`config.mk`:
```
export PLATFORM = sky130hd
export DESIGN_NAME = mips_multicycle_ctrl
export DESIGN_NICKNAME = d
export VERILOG_FILES = /design/src/rtl/mips_multicycle_ctrl.sv
export SDC_FILE = /design/constraint.sdc
export NUM_CORES = 1
export LEC_CHECK = 0
export ABC_CLOCK_PERIOD_IN_PS = 2300
export CAP_MARGIN = 20
export CORE_UTILIZATION = 47
export DETAILED_ROUTE_END_ITERATION = 10
export GPL_TIMING_DRIVEN = 0
export PLACE_DENSITY = 0.81
export SLEW_MARGIN = 25
export SYNTH_ARGS = -nofsm -noshare
export SYNTH_HDL_FRONTEND = slang
export SYNTH_SLANG_ARGS = --single-unit
```
`constraint.sdc`:
```
create_clock -name Clk -period 2.3 [get_ports Clk]
set_input_delay 0.345 -clock Clk [delete_from_list [all_inputs] [get_ports Clk]]
set_output_delay 0.345 -clock Clk [all_outputs]
set_load 0.05 [all_outputs]
```
`src/rtl/mips_multicycle_ctrl.sv`:
```
// Multicycle MIPS control FSM: sequences fetch/decode/execute/memory/writeback
// and decodes the latched opcode/funct into datapath selects and write strobes.
module mips_multicycle_ctrl #(
   parameter int unsigned MEM_TIMEOUT = 15,
   parameter int unsigned CNT_W       = 8
) (
   input  logic       Clk,
   input  logic       Reset,
   input  logic [5:0] Opcode,
   input  logic [5:0] Funct,
   input  logic       Zero,
   input  logic       MemReady,
   output logic [3:0] State,
   output logic [3:0] AluOp,
   output logic       AluSrcA,
   output logic [1:0] AluSrcB,
   output logic [1:0] ImmedSel,
   output logic       IorD,
   output logic       MemRead,
   output logic       MemWrite,
   output logic       IRWrite,
   output logic       PCWrite,
   output logic       RegWrite,
   output logic [1:0] PCSource,
   output logic [1:0] RegDst,
   output logic       MemtoReg,
   output logic       Fault
);

   localparam int unsigned OP_W  = 6;
   localparam int unsigned ALU_W = 4;
   localparam int unsigned ST_W  = 4;

   localparam logic [OP_W-1:0] OP_RTYPE = 6'h00;
   localparam logic [OP_W-1:0] OP_J     = 6'h02;
   localparam logic [OP_W-1:0] OP_JAL   = 6'h03;
   localparam logic [OP_W-1:0] OP_BEQ   = 6'h04;
   localparam logic [OP_W-1:0] OP_BNE   = 6'h05;
   localparam logic [OP_W-1:0] OP_ADDI  = 6'h08;
   localparam logic [OP_W-1:0] OP_SLTI  = 6'h0A;
   localparam logic [OP_W-1:0] OP_ANDI  = 6'h0C;
   localparam logic [OP_W-1:0] OP_ORI   = 6'h0D;
   localparam logic [OP_W-1:0] OP_LUI   = 6'h0F;
   localparam logic [OP_W-1:0] OP_LW    = 6'h23;
   localparam logic [OP_W-1:0] OP_SW    = 6'h2B;

   localparam logic [ALU_W-1:0] ALU_ADD = 4'd0;
   localparam logic [ALU_W-1:0] ALU_SUB = 4'd1;
   localparam logic [ALU_W-1:0] ALU_AND = 4'd2;
   localparam logic [ALU_W-1:0] ALU_OR  = 4'd3;
   localparam logic [ALU_W-1:0] ALU_XOR = 4'd4;
   localparam logic [ALU_W-1:0] ALU_NOR = 4'd5;
   localparam logic [ALU_W-1:0] ALU_SLT = 4'd6;
   localparam logic [ALU_W-1:0] ALU_SLL = 4'd7;
   localparam logic [ALU_W-1:0] ALU_SRL = 4'd8;
   localparam logic [ALU_W-1:0] ALU_LUI = 4'd9;

   typedef enum logic [ST_W-1:0] {
      S_FETCH    = 4'd0,
      S_DECODE   = 4'd1,
      S_MEMADDR  = 4'd2,
      S_MEMREAD  = 4'd3,
      S_MEMWB    = 4'd4,
      S_MEMWRITE = 4'd5,
      S_EXEC_R   = 4'd6,
      S_RWB      = 4'd7,
      S_BRANCH   = 4'd8,
      S_JUMP     = 4'd9,
      S_JAL      = 4'd10,
      S_EXEC_I   = 4'd11,
      S_IWB      = 4'd12,
      S_FAULT    = 4'd15
   } state_e;

   state_e           state_q, state_d;
   logic [CNT_W-1:0] cnt_q, cnt_d;
   logic             fault_q;
   logic             mem_wait;
   logic             mem_rd, mem_wr, ir_wr, pc_wr, reg_wr;

   // State, wait counter and sticky fault flag
   always_ff @(posedge Clk) begin
      if (Reset) begin
         state_q <= S_FETCH;
         cnt_q   <= '0;
         fault_q <= 1'b0;
      end else begin
         state_q <= state_d;
         cnt_q   <= cnt_d;
         fault_q <= fault_q | (state_d == S_FAULT);
      end
   end

   // Next-state and datapath control decode
   always_comb begin
      state_d  = state_q;
      cnt_d    = '0;
      mem_wait = 1'b0;
      AluOp    = ALU_ADD;
      AluSrcA  = 1'b0;
      AluSrcB  = 2'd0;
      ImmedSel = 2'd0;
      IorD     = 1'b0;
      mem_rd   = 1'b0;
      mem_wr   = 1'b0;
      ir_wr    = 1'b0;
      pc_wr    = 1'b0;
      reg_wr   = 1'b0;
      PCSource = 2'd0;
      RegDst   = 2'd0;
      MemtoReg = 1'b0;

      case (state_q)
         S_FETCH: begin
            mem_rd   = 1'b1;
            AluSrcB  = 2'd1;
            mem_wait = 1'b1;
            if (MemReady) begin
               ir_wr   = 1'b1;
               pc_wr   = 1'b1;
               state_d = S_DECODE;
            end
         end
         S_DECODE: begin
            AluSrcB  = 2'd2;
            ImmedSel = 2'd2;
            case (Opcode)
               OP_RTYPE:                                   state_d = S_EXEC_R;
               OP_LW, OP_SW:                               state_d = S_MEMADDR;
               OP_BEQ, OP_BNE:                             state_d = S_BRANCH;
               OP_J:                                       state_d = S_JUMP;
               OP_JAL:                                     state_d = S_JAL;
               OP_ADDI, OP_SLTI, OP_ANDI, OP_ORI, OP_LUI:  state_d = S_EXEC_I;
               default:                                    state_d = S_FAULT;
            endcase
         end
         S_MEMADDR: begin
            AluSrcA = 1'b1;
            AluSrcB = 2'd2;
            state_d = (Opcode == OP_LW) ? S_MEMREAD : S_MEMWRITE;
         end
         S_MEMREAD: begin
            mem_rd   = 1'b1;
            IorD     = 1'b1;
            mem_wait = 1'b1;
            if (MemReady) state_d = S_MEMWB;
         end
         S_MEMWB: begin
            reg_wr   = 1'b1;
            MemtoReg = 1'b1;
            state_d  = S_FETCH;
         end
         S_MEMWRITE: begin
            mem_wr   = 1'b1;
            IorD     = 1'b1;
            mem_wait = 1'b1;
            if (MemReady) state_d = S_FETCH;
         end
         S_EXEC_R: begin
            AluSrcA = 1'b1;
            state_d = S_RWB;
            case (Funct)
               6'h20, 6'h21: AluOp = ALU_ADD;
               6'h22, 6'h23: AluOp = ALU_SUB;
               6'h24:        AluOp = ALU_AND;
               6'h25:        AluOp = ALU_OR;
               6'h26:        AluOp = ALU_XOR;
               6'h27:        AluOp = ALU_NOR;
               6'h2A:        AluOp = ALU_SLT;
               6'h00:        AluOp = ALU_SLL;
               6'h02:        AluOp = ALU_SRL;
               default:      state_d = S_FAULT;
            endcase
         end
         S_RWB: begin
            reg_wr  = 1'b1;
            RegDst  = 2'd1;
            state_d = S_FETCH;
         end
         S_BRANCH: begin
            AluSrcA  = 1'b1;
            AluOp    = ALU_SUB;
            PCSource = 2'd1;
            pc_wr    = (Opcode == OP_BEQ) ? Zero : ~Zero;
            state_d  = S_FETCH;
         end
         S_JUMP: begin
            PCSource = 2'd2;
            pc_wr    = 1'b1;
            state_d  = S_FETCH;
         end
         S_JAL: begin
            reg_wr   = 1'b1;
            RegDst   = 2'd2;
            PCSource = 2'd2;
            pc_wr    = 1'b1;
            state_d  = S_FETCH;
         end
         S_EXEC_I: begin
            AluSrcA = 1'b1;
            AluSrcB = 2'd2;
            state_d = S_IWB;
            case (Opcode)
               OP_ADDI: AluOp = ALU_ADD;
               OP_SLTI: AluOp = ALU_SLT;
               OP_ANDI: begin AluOp = ALU_AND; ImmedSel = 2'd1; end
               OP_ORI:  begin AluOp = ALU_OR;  ImmedSel = 2'd1; end
               OP_LUI:  begin AluOp = ALU_LUI; ImmedSel = 2'd3; end
               default: state_d = S_FAULT;
            endcase
         end
         S_IWB: begin
            reg_wr  = 1'b1;
            state_d = S_FETCH;
         end
         S_FAULT: state_d = S_FAULT;
         default: state_d = S_FAULT;
      endcase

      // A completing access wins over the timeout on the same cycle
      if (mem_wait && !MemReady) begin
         if (cnt_q == CNT_W'(MEM_TIMEOUT - 1)) begin
            state_d = S_FAULT;
         end else begin
            cnt_d = cnt_q + CNT_W'(1);
         end
      end
   end

   // Strobes are suppressed while reset is held so an interrupted access issues nothing
   assign MemRead  = mem_rd & ~Reset;
   assign MemWrite = mem_wr & ~Reset;
   assign IRWrite  = ir_wr  & ~Reset;
   assign PCWrite  = pc_wr  & ~Reset;
   assign RegWrite = reg_wr & ~Reset;
   assign State    = state_q;
   assign Fault    = fault_q;

endmodule

```
==> reports/metrics.yaml <==
place_congestion: 0.909
totalWireLength_mm: 3.80
clk_latency_ns: 0.28
synth_top_family_by_area: "simple AND/OR/NAND/NOR gates"
fin_tns_setup_ns: 0
fmax_ghz: 0.449
root_buffer: "clkbuf_4"
crit_arrival_ns: 1.88
met2_usage: 0.458
numPortBuffers: 36
routed-via-count: 1504
hold_class: "flip-flop to flip-flop"
ys_types: 52
final.period_utilization: 0.969
placementRows: 18
top_usage_layer: "met2"
grt_max_degree: 11
die-area_um2: 3000
synthAdderAreaFrac: 0.0191
track_usage: 0.266
period_needed_ns: 2.23
met3_usage: 0.0583
synth.top_cell.area_share: 0.199
place_hpwl_mm: 2.92
dpl.cell_count: 249
via_per_inst: 5.94
antenna_found_initial: 0
drtAntennaViolNets: 0
yosys_warnings: 0
fin_util: 0.748
setup_viol: 0
status: "completed"
p_leak_nw: 0.720
path_max_fanout: 9
io_pins: 41
yosys-top-cells-count: "30 x nor2_1, 13 x dfxtp_1, 13 x nand2_1, 12 x nand2b_1, 10 x nor3_1"
drc: 0
netlist_area_um2: 1310
drive_gt1_frac: 0.283
slew_violations: 0
wl_per_cell_um: 15.0
cts_tree: "done"
cts.sinks: 13
yosysTopAreaCell: "dfxtp_1"
fin_cells: 253
cp-end-kind: "output port"
die_w_um: 54.8
p_total_mw: 2.12
crit_required_ns: 1.96
synth.area.top_cells: "dfxtp_1 20%, nor2_1 8.6%, nand2b_1 5.7%"
ys_ff_latch: 13
yosysMostFrequentCell: "nor2_1"
synth_mux_area_frac: 0.0229
initial_utilization: 0.515
worstMarginPinSlew_ns: 0.515
area_growth_pct: 45.4
yosys.area_share.simple: 0.392
gr-total-overflow: 0
power.density_nw_per_um2: 1110
synth_xor_area_frac: 0.0602
final_nets: 242
diodes: 0
synthCells: 183
syn_nets: 201
finalHoldViolations: 0
grt_util_met1: 0.328
drtPass1Iterations: 4
synth_edf_count: 0
synth-main-ff-cell: "dfxtp_1"
synth_seq_area_share: 0.199
synth_area_per_cell_um2: 7.16
first_iter_violations: 52
numCtsBuffers: 3
start_kind: "flip-flop"
synth-compound-area-share: 0.223
clock_path_buffers: 2
grt_pass1_vias: 1300
hold_buffers: 0
core_um2: 2540
crit_type: "flip-flop to output port"
synthArstFlopShare: 0
h-tree-depth: 1
clk_pin_slew_ns: 0.08
finClkSkew_ns: 0.0129
rsz0062_at_grt: "no"
drv_cap: 0
slew_headroom: 0.656
die_h_um: 54.8
peakVddDrop_mv: 1.05
n_fill_cell: 197
grt_pass1_wl_mm: 5.77
-- through the flow --
step | area, µm² | hold WS (ns) | setup WS, ns
final | 1900 | 0.482 | 0.0721
after global routing | 1900 | 0.501 | 0.00253
after CTS | 1900 | 0.487 | 0.00433
after detailed placement | 1840 | 0.471 | -0.901
after global placement | 1840 | 0.461 | -0.868
after floorplan | 1440 | 0.441 | -0.0693
-- report_power, final --
group	internal, mW	leakage, nW	switching (mW)	total [mW]
Clock	0.0672	0.0150	0.0700	0.137
Combinational	0.574	0.598	1.08	1.66
Sequential	0.275	0.108	0.0495	0.325
Total	0.917	0.720	1.20	2.12
-- layout by cell type, fill, tap and decap left out, types with 2 or more instances in the layout --
cell,Yosys,layout
nor3_4,0,2
nor2_2,0,2
a21oi_1,7,5
buf_2,5,6
dlygate4sd2_1,0,9
nand3b_1,2,2
xnor2_1,3,3
xor2_1,6,6
buf_6,2,8
o211ai_1,2,2
nor2_1,30,26
nand2_1,13,12
ha_1,2,2
nor3_1,10,4
nor2_4,0,2
dfxtp_4,0,2
dlymetal6s2s_1,0,3
nand2b_2,0,2
nand3_1,6,6
clkbuf_2,0,2
clkdlybuf4s15_1,0,2
o21ai_0,3,2
nor3b_1,5,5
nor3_2,0,4
and2_1,2,2
mux2i_1,3,3
nand4_1,3,3
a31oi_1,3,3
buf_4,1,6
o41a_1,2,2
dfxtp_2,0,2
inv_1,5,5
nand2b_1,12,9
clkbuf_4,0,4
clkdlybuf4s50_1,0,10
clkbuf_1,6,5
dfxtp_1,13,9
or3_1,4,3
-- per-layer routing --
layer | up-vias | wire length (µm)
met2 | 56 | 1820
li1 | 737 | -
met3 | 4 | 247
met4 | 0 | 34
met5 | - | 0
met1 | 707 | 1710
-- state kept, by name, summed over array words and instances (netlist names) --
| name | cells |
|---|---|
| cnt_q | 8 |
| State | 4 |
| Fault | 1 |
-- critical path, cell delays in order, from the launching register on --
cell      delay (ns)
dfxtp_4         0.35
buf_6           0.13
nand2b_2        0.23
or3_4           0.39
nor3_2          0.18
a311o_2         0.13
buf_4           0.19
-- cell type report --
type | count | area, µm² | area share
multi-input cells | 147 | 1090 | 0.572
repair buffers | 37 | 337 | 0.177
flip-flops and latches | 13 | 270 | 0.142
plain buffers | 16 | 123 | 0.0644
well taps | 30 | 37.5 | 0.0197
clock buffers | 4 | 26.3 | 0.0138
inverters | 6 | 22.5 | 0.0118
-- what timing repair did --
item                       4_1_cts  5_1_grt
pin swaps                        4        2
setup endpoints to repair       20       16
resized for setup               87       13
setup buffers                    0        1
-- kinds of logic (layout without fill, tap and decap cells) --
group / after synthesis / after routing
adder cells (fa/ha/maj): 2 / 2
XOR/XNOR: 9 / 9
buffers and inverters: 23 / 63
flip-flops: 13 / 13
AND/OR/NAND/NOR: 96 / 96
AO/OA/AOI/OAI: 37 / 37
multiplexers: 3 / 3
-- worst paths after layout --
path                               start        to  slack, ns  cells after the start
worst max-delay path            State[0]  AluOp[0]       0.07                      6
worst min-delay path            cnt_q[0]  cnt_q[0]       0.48                      1
worst max register to register  cnt_q[0]     Fault       0.33                      7
worst min register to register  cnt_q[0]  cnt_q[0]       0.48                      1
Power figures use the tool's default switching activity.
